**src/rtl/booth_multiplier_seq_pkg.sv**
```systemverilog
// Shared definitions for the sequential radix-2 Booth multiplier:
// FSM state encodings, Booth-pair opcodes and the pair decoder.
package booth_multiplier_seq_pkg;

  typedef enum logic {
    BOOTH_IDLE = 1'b0,
    BOOTH_RUN  = 1'b1
  } booth_state_t;

  typedef enum logic [1:0] {
    BOOTH_NOP = 2'd0,
    BOOTH_ADD = 2'd1,
    BOOTH_SUB = 2'd2
  } booth_op_t;

  // {Q[0], q_1} = 01 adds M, 10 subtracts M, 00/11 leave A alone.
  function automatic booth_op_t booth_decode(input logic q0, input logic q_1);
    case ({q0, q_1})
      2'b01:   return BOOTH_ADD;
      2'b10:   return BOOTH_SUB;
      default: return BOOTH_NOP;
    endcase
  endfunction

endpackage

```
**src/rtl/booth_step.sv**
```systemverilog
// One radix-2 Booth iteration: conditional add/sub of M into A, then an
// arithmetic right shift of the concatenation {A, Q, q_1}.
module booth_step
  import booth_multiplier_seq_pkg::*;
#(
  parameter int WIDTH = 4
) (
  input  logic signed [WIDTH:0] a,
  input  logic        [WIDTH:0] q,
  input  logic                  q_1,
  input  logic signed [WIDTH:0] m,
  output logic signed [WIDTH:0] a_next,
  output logic        [WIDTH:0] q_next,
  output logic                  q_1_next
);

  logic signed [WIDTH:0] acc;

  always_comb begin
    acc = a;
    case (booth_decode(q[0], q_1))
      BOOTH_ADD: acc = a + m;
      BOOTH_SUB: acc = a - m;
      default:   acc = a;
    endcase
    // The acc msb is replicated; Q[0] falls into q_1.
    {a_next, q_next, q_1_next} = {acc[WIDTH], acc, q};
  end

endmodule

```
**src/rtl/booth_multiplier_seq.sv**
```systemverilog
// Multi-cycle radix-2 Booth multiplier with start/busy/done handshake.
// One add/sub plus arithmetic shift per clock; signed or unsigned operands.
module booth_multiplier_seq
  import booth_multiplier_seq_pkg::*;
#(
  parameter int WIDTH  = 4,
  parameter bit SIGNED = 1'b1
) (
  input  logic                 clk,
  input  logic                 rst,
  input  logic                 start,
  input  logic [WIDTH-1:0]     Md,
  input  logic [WIDTH-1:0]     Mr,
  output logic                 busy,
  output logic                 done,
  output logic [2*WIDTH-1:0]   Out
);

  localparam int ITER  = SIGNED ? WIDTH : WIDTH + 1;
  localparam int CNT_W = $clog2(ITER + 1);

  booth_state_t state, state_nxt;

  logic signed [WIDTH:0] m, a, a_nxt;
  logic        [WIDTH:0] q, q_nxt;
  logic                  q_1, q_1_nxt;
  logic [CNT_W-1:0]      cnt;
  logic                  accept, last_step;
  logic [2*WIDTH-1:0]    product;

  function automatic logic [WIDTH:0] ext(input logic [WIDTH-1:0] v);
    return {(SIGNED ? v[WIDTH-1] : 1'b0), v};
  endfunction

  booth_step #(.WIDTH(WIDTH)) u_step (
    .a        (a),
    .q        (q),
    .q_1      (q_1),
    .m        (m),
    .a_next   (a_nxt),
    .q_next   (q_nxt),
    .q_1_next (q_1_nxt)
  );

  // Signed mode stops after WIDTH shifts, so the unexamined extension bit of
  // Q still sits in Q[0]; unsigned mode consumes all WIDTH+1 bits of Q.
  always_comb begin
    if (SIGNED) product = {a_nxt[WIDTH-1:0], q_nxt[WIDTH:1]};
    else        product = {a_nxt[WIDTH-2:0], q_nxt};
  end

  always_comb begin
    state_nxt = state;
    accept    = 1'b0;
    last_step = 1'b0;
    case (state)
      BOOTH_IDLE: begin
        if (start) begin
          accept    = 1'b1;
          state_nxt = BOOTH_RUN;
        end
      end
      BOOTH_RUN: begin
        if (cnt == CNT_W'(1)) begin
          last_step = 1'b1;
          state_nxt = BOOTH_IDLE;
        end
      end
      default: state_nxt = BOOTH_IDLE;
    endcase
  end

  always_ff @(posedge clk) begin
    if (rst) state <= BOOTH_IDLE;
    else     state <= state_nxt;
  end

  always_ff @(posedge clk) begin
    if (rst) begin
      m    <= '0;
      a    <= '0;
      q    <= '0;
      q_1  <= 1'b0;
      cnt  <= '0;
      busy <= 1'b0;
      done <= 1'b0;
      Out  <= '0;
    end else begin
      done <= last_step;
      if (accept) begin
        m    <= ext(Md);
        a    <= '0;
        q    <= ext(Mr);
        q_1  <= 1'b0;
        cnt  <= CNT_W'(ITER);
        busy <= 1'b1;
      end else if (state == BOOTH_RUN) begin
        a   <= a_nxt;
        q   <= q_nxt;
        q_1 <= q_1_nxt;
        cnt <= cnt - CNT_W'(1);
        if (last_step) begin
          busy <= 1'b0;
          Out  <= product;
        end
      end
    end
  end

endmodule

```
**config.mk**
```make
export PLATFORM = sky130hd
export DESIGN_NAME = booth_multiplier_seq
export DESIGN_NICKNAME = d
export VERILOG_FILES = /design/src/rtl/booth_multiplier_seq_pkg.sv /design/src/rtl/booth_step.sv /design/src/rtl/booth_multiplier_seq.sv
export SDC_FILE = /design/constraint.sdc
export NUM_CORES = 1
export LEC_CHECK = 0
export ABC_AREA = 1
export CORE_MARGIN = 2
export CORE_UTILIZATION = 35
export DETAILED_ROUTE_END_ITERATION = 12
export GPL_ROUTABILITY_DRIVEN = 0
export SKIP_LAST_GASP = 1
export SLEW_MARGIN = 20
export SYNTH_ARGS = -nofsm -noshare
export SYNTH_HDL_FRONTEND = slang
export SYNTH_SLANG_ARGS = --single-unit
```
**constraint.sdc**
```tcl
create_clock -name clk -period 2.1 [get_ports clk]
set_input_delay 0.315 -clock clk [delete_from_list [all_inputs] [get_ports clk]]
set_output_delay 0.315 -clock clk [all_outputs]
set_load 0.01 [all_outputs]
```
==> results of run 1 <==
-- repair_timing --
action / in CTS / in global routing
pin swaps: 0 / 13
gates resized for setup: 1 / 17
hold buffers: 0 / 0
setup endpoints to repair: 3 / 6
cloned: 0 / 0
setup buffers: 0 / 2
-- routing by layer --
metal  global-route usage (%)  share of wire [%]  vias up  wire length, um
li1                         -                  -      664                -
met1                     18.4                 50      531             1420
met2                     21.7                 45       18             1280
met3                     3.45                3.5        2               98
met4                     3.75               0.60        0               17
met5                        0                  0        -                0
-- stage by stage --
stage	area (um2)	setup TNS [ns]	utilization, %	hold WS [ns]
2_1_floorplan	1450	0	-	0.384
3_3_place_gp	1720	-0.0325	43.0	0.440
3_5_place_dp	1720	-0.0544	43.0	0.443
4_1_cts	1800	0	44.9	0.462
5_1_grt	1870	-0.00337	46.8	0.477
6_report	1870	0	46.8	0.457
-- logic make-up after synthesis --
family	count (synthesis)
DFF	28
AOI/OAI and AO/OA	37
xor gates and xnor gates	2
and+or+nand+nor	77
adders and majority gates	9
buffers and inverters	40
-- cell usage in the layout, fill, tap and decap left out, drive strengths merged, types with 3 or more instances in the layout --
cell type / count
clkdlybuf4s50: 20
nand3: 8
a21oi: 10
nand2: 45
o21ai: 18
dfxtp: 28
clkbuf: 3
nor2: 21
inv: 38
buf: 6
ha: 8
-- synth_stat cells (2+ instances only) --
master | instances | share of area (%)
nand3_1 | 7 | 2.4
nand2_1 | 44 | 11
a21oi_1 | 9 | 3.1
inv_2 | 4 | 1.0
inv_1 | 32 | 8.3
o221ai_1 | 2 | 1.2
o211ai_1 | 2 | 1.0
o21ai_0 | 17 | 5.9
xor2_1 | 2 | 1.2
ha_1 | 8 | 6.9
nor2_2 | 3 | 1.3
nor2_1 | 16 | 4.2
dfxtp_1 | 28 | 39
a31oi_1 | 2 | 0.87
-- sequential cells by signal, summed over array words and instances (netlist names) --
name and count:
q 5, busy 1, q_1 1, a 4
cnt 3, state 1, done 1, Out 8
m 4
-- worst max-delay path, cell delays in order (launching register included) --
cell	delay, ns
dfxtp_1	0.33
inv_2	0.05
ha_4	0.17
a31oi_2	0.16
xor2_1	0.16
inv_1	0.08
ha_4	0.28
nand2_1	0.06
nor2_1	0.11
nor2_1	0.05
nand2_1	0.08
nand3_1	0.08
nand2_1	0.08
nand2_1	0.06
nand2_1	0.06
nand2_1	0.04
-- how the worst max path moves through the flow --
stage	to	slack, ns	cells after the start
floorplan	a[3]	0.19	14
global placement	a[3]	-0.02	14
detailed placement	Out[7]	-0.03	15
CTS	Out[7]	0.03	15
global route	a[3]	-0.003	15
finish	Out[7]	0.16	15
-- power breakdown --
part / switching, mW / internal (mW) / leakage [nW] / total, mW
Clock: 0.166 / 0.255 / 0.0357 / 0.422
Combinational: 0.174 / 0.142 / 0.564 / 0.315
Sequential: 0.0229 / 0.558 / 0.230 / 0.581
Total: 0.363 / 0.955 / 0.829 / 1.32
-- cell type report --
cell class                 count  area share, %
tap                           50           3.34
clock inverter                 1           1.60
timing repair buffer          26           13.1
clock buffer                   3           2.21
multi-input combinational    125           41.6
inverter                      38           8.02
sequential                    28           30.1
==> flow_metrics.tcl, run 1 <==
set metrics [dict create \
    outcome "finished, final reports clean" \
    flow.area_growth_from_synthesis_pct 29.5 \
    cap_violations 0 \
    pin_count_of_the_biggest_net_entering_global_routing 17 \
    post_synth_design_cell_area_um2 1450 \
    synth_compound_gate_area_share_pct 14.7 \
    ctsLongestPathBuffers 2 \
    detail_route.wirelength_mm 2.81 \
    holdPathStages 2 \
    cts-root-buf "clkbuf_8" \
    clock_tree.htree_level_count 1 \
    startpoint_type "flop" \
    maxClockFrequency_mhz 514 \
    r2r_setup_slack_ns 0.16 \
    largest_family_of_logic_cells_by_synthesized_area "simple AND/OR/NAND/NOR gates" \
    core_region_area_um2 4000 \
    cts.sinks 28 \
    drcViolationCount 0 \
    floorplan.initialDensity_pct 36.1 \
    holdPathEnd "Out[6]" \
    num_antenna_cells 0 \
    numPortBuffers 20 \
    floorplan.die_area_um2 4660 \
    final_layout_size_suffix_gt1_share_pct 17.2 \
    r2r_end "Out[7]" \
    worst-r2r-cell-count 15 \
    worstPathArrival_ns 2.12 \
    hpwl_mm 2.16 \
    die-width_um 68.3 \
    io_pins 21 \
    wire_per_inst_um 10.4 \
    crit_type "reg -> reg" \
    global_route_wire_length_before_repair_mm 4.82 \
    cts_buffers 3 \
    cp_max_fo 5 \
    dominantRegCellSynth "dfxtp_1" \
    worstPathRequired_ns 2.28 \
    clkLatencyLatePin_ns 0.27 \
    multiInputGateArea_um2 779 \
    crit-reg2reg-launch "q_1" \
    worst-slew-pin-transition_ns 0.435 \
    area.sequential_um2 563 \
    first_global_vias 1123 \
    grt_antenna_before_repair 0 \
    proportion_of_synthesized_chip_area_in_sequential_cells_pct 38.8 \
    synth_fa_ha_area_share_pct 8.31 \
    power_density_nw_per_um2 704 \
    postLayoutSetupSlackWorst_ns 0.156 \
    end_kind "flop" \
    post-place-cells 265 \
    finalNonFillerCells 271 \
    mux_share_of_post_synthesis_cell_area_pct 0 \
    worst_clock_skew_ns 0.00306 \
    vias 1215 \
    synth-seq-cells 28 \
    place_ws_ns -0.0309 \
    synth_edf_count 0 \
    vdd_ir_drop_max_mv 0.520 \
    ys.warnings.count 0 \
    die-height_um 68.3 \
    core.rowCount 23 \
    worst_setup_path_startpoint "q_1" \
    grt.overflow.total 0 \
    cts_tree "built" \
    clkTransAtPathRegs_ns 0.09 \
    synthDistinctLibCells 31 \
    mean_syn_cell_area_um2 7.49 \
    minimum_clock_period_ns 1.94 \
    slew_viol_final 0 \
    min_from "Out[6]" \
    route.antenna.remaining_nets 0 \
    postSynthCellCount 193 \
    synth_simple_gate_area_share_pct 25.5 \
    slew_headroom_pct 71.0 \
    synthArstFlopShare_pct 0 \
    finalSetupViolCount 0 \
    hold_path.class "reg -> reg" \
    yosys.area_share.xor_xnor_pct 1.21 \
    detail_route.vias_per_cell 4.48 \
    n_fill_cell 403 \
    finish.net_count 242 \
    global_route.usage.total_pct 13.7 \
    detail_route.iter0.violations 63 \
    min_period_over_period_pct 92.6 \
    synthesis.nets 213 \
    finalHoldViolations 0 \
    totalPowerFinal_mw 1.32 \
    power.leakage_nw 0.829 \
    firstDrtPassIters 4 \
]
No activity file was read; power rests on OpenSTA's default activity.
==> run 2: changes to the inputs <==
--- a/config.mk
+++ b/config.mk
@@ -6,8 +6,8 @@
 export NUM_CORES = 1
 export LEC_CHECK = 0
 export ABC_AREA = 1
-export CORE_MARGIN = 2
 export CORE_UTILIZATION = 35
+export CTS_CLUSTER_SIZE = 8
 export DETAILED_ROUTE_END_ITERATION = 12
 export GPL_ROUTABILITY_DRIVEN = 0
 export SKIP_LAST_GASP = 1
==> flow_metrics.tcl, run 2 (synthesis gave the netlist of run 1 again) <==
set metrics [dict create \
    io_pins 21 \
    firstDrtPassIters 4 \
    min_period_over_period_pct 92.0 \
    wire_per_inst_um 10.3 \
    first_global_vias 1149 \
    startpoint_type "flop" \
    cp_max_fo 5 \
    power_density_nw_per_um2 699 \
    cpMostUsedCell "nand2_1" \
    worst-slew-pin-transition_ns 0.436 \
    detail_route.wirelength_mm 2.81 \
    top_register "Out" \
    post_cts_hold_buffer_count 0 \
    fin_hold_ws_ns 0.461 \
    clkLatencyLatePin_ns 0.27 \
    outcome "finished, final reports clean" \
    detail_route.iter0.violations 59 \
    cp_slowest_cell "dfxtp_1" \
    floorplan.die_area_um2 4390 \
    die-height_um 66.3 \
    critical_path.cell_chain "inv_1 > ha_4 > a31oi_2 > xor2_1 > inv_1 > ha_4 > nand2_1 > nor2_1 > nor2_1 > nand2_1 > nand3_1 > nand2_1 > nand2_1 > nand2_1 > nand2_1" \
    finalSetupViolCount 0 \
    worst-path-buf-inv 2 \
    finish.net_count 245 \
    layout.cells.most_common "nand2_1" \
    cts-root-buf "clkbuf_8" \
    largest_registers "Out (8), q (5)" \
    cp_top_family "simple AND/OR/NAND/NOR gates" \
    finalHoldViolations 0 \
    crit_type "reg -> reg" \
    cap_violations 0 \
    clock_tree.htree_level_count 1 \
    worstPathRequired_ns 2.28 \
    detail_route.vias_per_cell 4.49 \
    maxClockFrequency_mhz 518 \
    flow.area_growth_from_synthesis_pct 30.3 \
    cts.sinks 28 \
    finish.utilization_pct 49.6 \
    floorplan.initialDensity_pct 38.0 \
    numPortBuffers 20 \
    worstPathArrival_ns 2.11 \
    layout_common_cells "nand2_1, inv_1, dfxtp_1" \
    hold_path.class "reg -> reg" \
    timing.critical_path.slowest_cell_delay_ns 0.32 \
    core_region_area_um2 3800 \
    slew_headroom_pct 70.8 \
    drcViolationCount 0 \
    vias 1220 \
    largest_register_ff_count 8 \
    totalPowerFinal_mw 1.32 \
    global_route.usage.total_pct 14.4 \
    minimum_clock_period_ns 1.93 \
    route.antenna.remaining_nets 0 \
    num_antenna_cells 0 \
    end_kind "flop" \
    die-width_um 66.3 \
    cts_tree "built" \
    setup_tns_ns 0 \
    n_fill_cell 400 \
    clkTransAtPathRegs_ns 0.09 \
    cts_buffers 3 \
    global_route_wire_length_before_repair_mm 4.84 \
    vdd_ir_drop_max_mv 0.409 \
    worst_clock_skew_ns 0.00405 \
    power.leakage_nw 0.840 \
    grt.overflow.total 0 \
    pin_count_of_the_biggest_net_entering_global_routing 17 \
    grt_antenna_before_repair 0 \
    core.rowCount 22 \
    hpwl_mm 2.21 \
    ctsLongestPathBuffers 2 \
    final_layout_size_suffix_gt1_share_pct 15.2 \
    slew_viol_final 0 \
]
==> run 2: per-stage QoR <==
step	area (um2)	cells	setup WS, ns
finish	1880	272	0.169
global route	1880	272	-0.00352
CTS	1810	269	0.0452
detailed placement	1730	265	-0.0268
global placement	1730	265	-0.0125
floorplan	1450	193	0.194
==> run 2: final cells by class <==
class / count / area (um2) / share of cell area [%]
timing repair buffer: 29 / 268 / 14.2
multi-input combinational: 125 / 773 / 41.1
tap: 48 / 60.1 / 3.19
sequential: 28 / 561 / 29.8
clock buffer: 3 / 41.3 / 2.19
clock inverter: 1 / 30.0 / 1.59
inverter: 38 / 150 / 7.97
==> run 2: what timing repair did <==
item                       4_1_cts  5_1_grt
resized for setup                1        9
buffers inserted                 0        3
cloned                           0        0
pin swaps                        0        3
setup endpoints to repair        2        6
==> run 2: worst reg2reg max path: cells and delay by family (launching register included) <==
family	cells	cell delay [ns]
flip-flops	1	0.32
adder cells (fa/ha/maj)	2	0.47
XOR/XNOR	1	0.16
AO/OA/AOI/OAI	1	0.15
buffers and inverters	2	0.16
AND/OR/NAND/NOR	9	0.58
==> run 2: worst paths after layout <==
path                from  endpoint  slack [ns]  cells after the start
setup / recovery     q_1    Out[7]        0.17                     15
hold / removal    Out[5]    Out[5]        0.46                      2
setup reg to reg     q_1    Out[7]        0.17                     15
hold reg to reg   Out[5]    Out[5]        0.46                      2
==> run 2: metal layers <==
| metal | vias to the layer above | global-route usage [%] | share of wire, % |
|---|---|---|---|
| met5 | - | 0 | 0 |
| met4 | 0 | 2.39 | 0.28 |
| met3 | 2 | 4.14 | 3.3 |
| met2 | 20 | 23.7 | 45 |
| met1 | 522 | 18.7 | 52 |
| li1 | 676 | - | - |
==> run 2: where the power goes <==
group	leakage [nW]	internal, mW	switching, mW
combinational	0.575	0.146	0.170
clock	0.0357	0.255	0.167
sequential	0.229	0.558	0.0212
total	0.840	0.959	0.358
==> run 3: changes to the inputs <==
--- a/config.mk
+++ b/config.mk
@@ -6,6 +6,7 @@
 export NUM_CORES = 1
 export LEC_CHECK = 0
 export ABC_AREA = 1
+export ABC_CLOCK_PERIOD_IN_PS = 2470
 export CORE_UTILIZATION = 35
 export CTS_CLUSTER_SIZE = 8
 export DETAILED_ROUTE_END_ITERATION = 12
==> constraint.sdc (replaced) <==
create_clock -name clk -period 2.47 [get_ports clk]
set_input_delay 0.3705 -clock clk [delete_from_list [all_inputs] [get_ports clk]]
set_output_delay 0.3705 -clock clk [all_outputs]
set_load 0.01 [all_outputs]
==> flow_metrics.tcl, run 3 (synthesis gave the netlist of run 1 again) <==
set metrics [dict create \
    outcome "finished, final reports clean" \
    cap_violations 0 \
    grt_antenna_before_repair 0 \
    largest_registers "Out (8), q (5)" \
    cp_max_fo 7 \
    num_antenna_cells 0 \
    cts_tree "built" \
    floorplan.initialDensity_pct 38.0 \
    power_density_nw_per_um2 610 \
    worstPathArrival_ns 2.30 \
    totalPowerFinal_mw 1.07 \
    crit_type "reg -> reg" \
    proportion_of_power_drawn_by_the_clock_network_pct 33.3 \
    dpl-instance-area_um2 1690 \
    clock_tree.htree_level_count 1 \
    final_layout_size_suffix_gt1_share_pct 8.37 \
    power.leakage_nw 0.795 \
    flow.area_growth_from_synthesis_pct 21.8 \
    detail_route.iter0.violations 45 \
    first_global_vias 1084 \
    cts_resizes 0 \
    finish.net_count 236 \
    slew_headroom_pct 53.0 \
    cts-root-buf "clkbuf_8" \
    layout.cells.most_common "nand2_1" \
    layout_common_cells "nand2_1, inv_1, dfxtp_1" \
    worst_clock_skew_ns 0.00695 \
    vias 1216 \
    vdd_ir_drop_max_mv 0.287 \
    power.switching_fraction_pct 26.8 \
    power.combinational.fraction_pct 20.6 \
    core.rowCount 22 \
    hold_path.class "reg -> reg" \
    cts.sinks 28 \
    clkLatencyLatePin_ns 0.27 \
    minimum_clock_period_ns 2.12 \
    n_fill_cell 399 \
    global_route.usage.total_pct 14.2 \
    place_ws_ns 0.349 \
    pin_count_of_the_biggest_net_entering_global_routing 17 \
    cts_post_setup_buffers_inserted 0 \
    grt.overflow.total 0 \
    maxClockFrequency_mhz 472 \
    post-place-cells 259 \
    worstPathRequired_ns 2.65 \
    min_period_over_period_pct 85.8 \
    detail_route.vias_per_cell 4.62 \
    finalNonFillerCells 263 \
    wire_per_inst_um 10.1 \
    global_route_wire_length_before_repair_mm 4.80 \
    clkTransAtPathRegs_ns 0.09 \
    seq_power_share_pct 46.1 \
    largest_register_ff_count 8 \
    startpoint_type "flop" \
    worst-slew-pin-transition_ns 0.704 \
    drcViolationCount 0 \
    floorplan.die_area_um2 4390 \
    setup_tns_ns 0 \
    core_region_area_um2 3800 \
    cts_buffers 3 \
    io_pins 21 \
    die-height_um 66.3 \
    hpwl_mm 2.14 \
    net-switching-power_uw 288 \
    die-width_um 66.3 \
    detail_route.wirelength_mm 2.65 \
    route.antenna.remaining_nets 0 \
    top_register "Out" \
    rsz0062_at_grt "false" \
    ctsLongestPathBuffers 2 \
    finalInstanceArea_um2 1760 \
    finalHoldViolations 0 \
    postLayoutSetupSlackWorst_ns 0.352 \
    slew_viol_final 0 \
    power_report.internal_total_uw 785 \
    firstDrtPassIters 4 \
    end_kind "flop" \
    post_cts_hold_buffer_count 0 \
    finalSetupViolCount 0 \
    numPortBuffers 20 \
]
[run 3: per-stage QoR]
stage / hold slack, ns / utilization [%]
floorplan: 0.440 / -
global route: 0.475 / 46.3
detailed placement: 0.438 / 44.5
global placement: 0.439 / 44.5
CTS: 0.457 / 46.3
finish: 0.452 / 46.3
[run 3: power groups by stage]
| stage | clock (mW) | combinational (mW) | sequential (mW) |
|---|---|---|---|
| floorplan | 0 | 0.175 | 0.497 |
| global placement | 0 | 0.225 | 0.506 |
| detailed placement | 0 | 0.224 | 0.506 |
| CTS | 0.366 | 0.226 | 0.495 |
| global route | 0.387 | 0.255 | 0.499 |
| finish | 0.357 | 0.221 | 0.495 |
[run 3: cell type report]
type                            instances  area, um2  share of cell area (%)
Multi-Input combinational cell        125        718                    40.8
Clock inverter                          1       30.0                    1.71
Sequential cell                        28        561                    31.8
Inverter                               38        150                    8.53
Timing Repair Buffer                   20        200                    11.4
Tap cell                               48       60.1                    3.41
Clock buffer                            3       41.3                    2.35
[run 3: worst paths after layout]
kind	end	cells past startpoint	from	slack, ns
worst max-delay path	a[3]	14	q_1	0.35
worst min register to register	Out[6]	2	Out[6]	0.45
worst min-delay path	Out[6]	2	Out[6]	0.45
worst max register to register	a[3]	14	q_1	0.35
[run 3: per-layer routing]
metal / track usage [%] / routed length [um] / vias to the layer above / share of wire (%)
met2: 23.0 / 1150 / 18 / 44
met1: 19.0 / 1390 / 535 / 52
li1: - / - / 660 / -
met5: 0 / 0 / - / 0
met3: 3.62 / 93 / 3 / 3.5
met4: 2.39 / 11 / 0 / 0.42
[run 3: critical path, stage by stage, from the launching register on]
cell	delay, ns
dfxtp_1	0.32
inv_1	0.05
ha_1	0.28
a31oi_1	0.20
xor2_1	0.17
inv_1	0.06
ha_1	0.33
nand2_1	0.10
nand2_1	0.05
nor2_1	0.10
nand2_1	0.07
nand4_1	0.11
nand3_1	0.08
nand2_1	0.09
inv_1	0.03
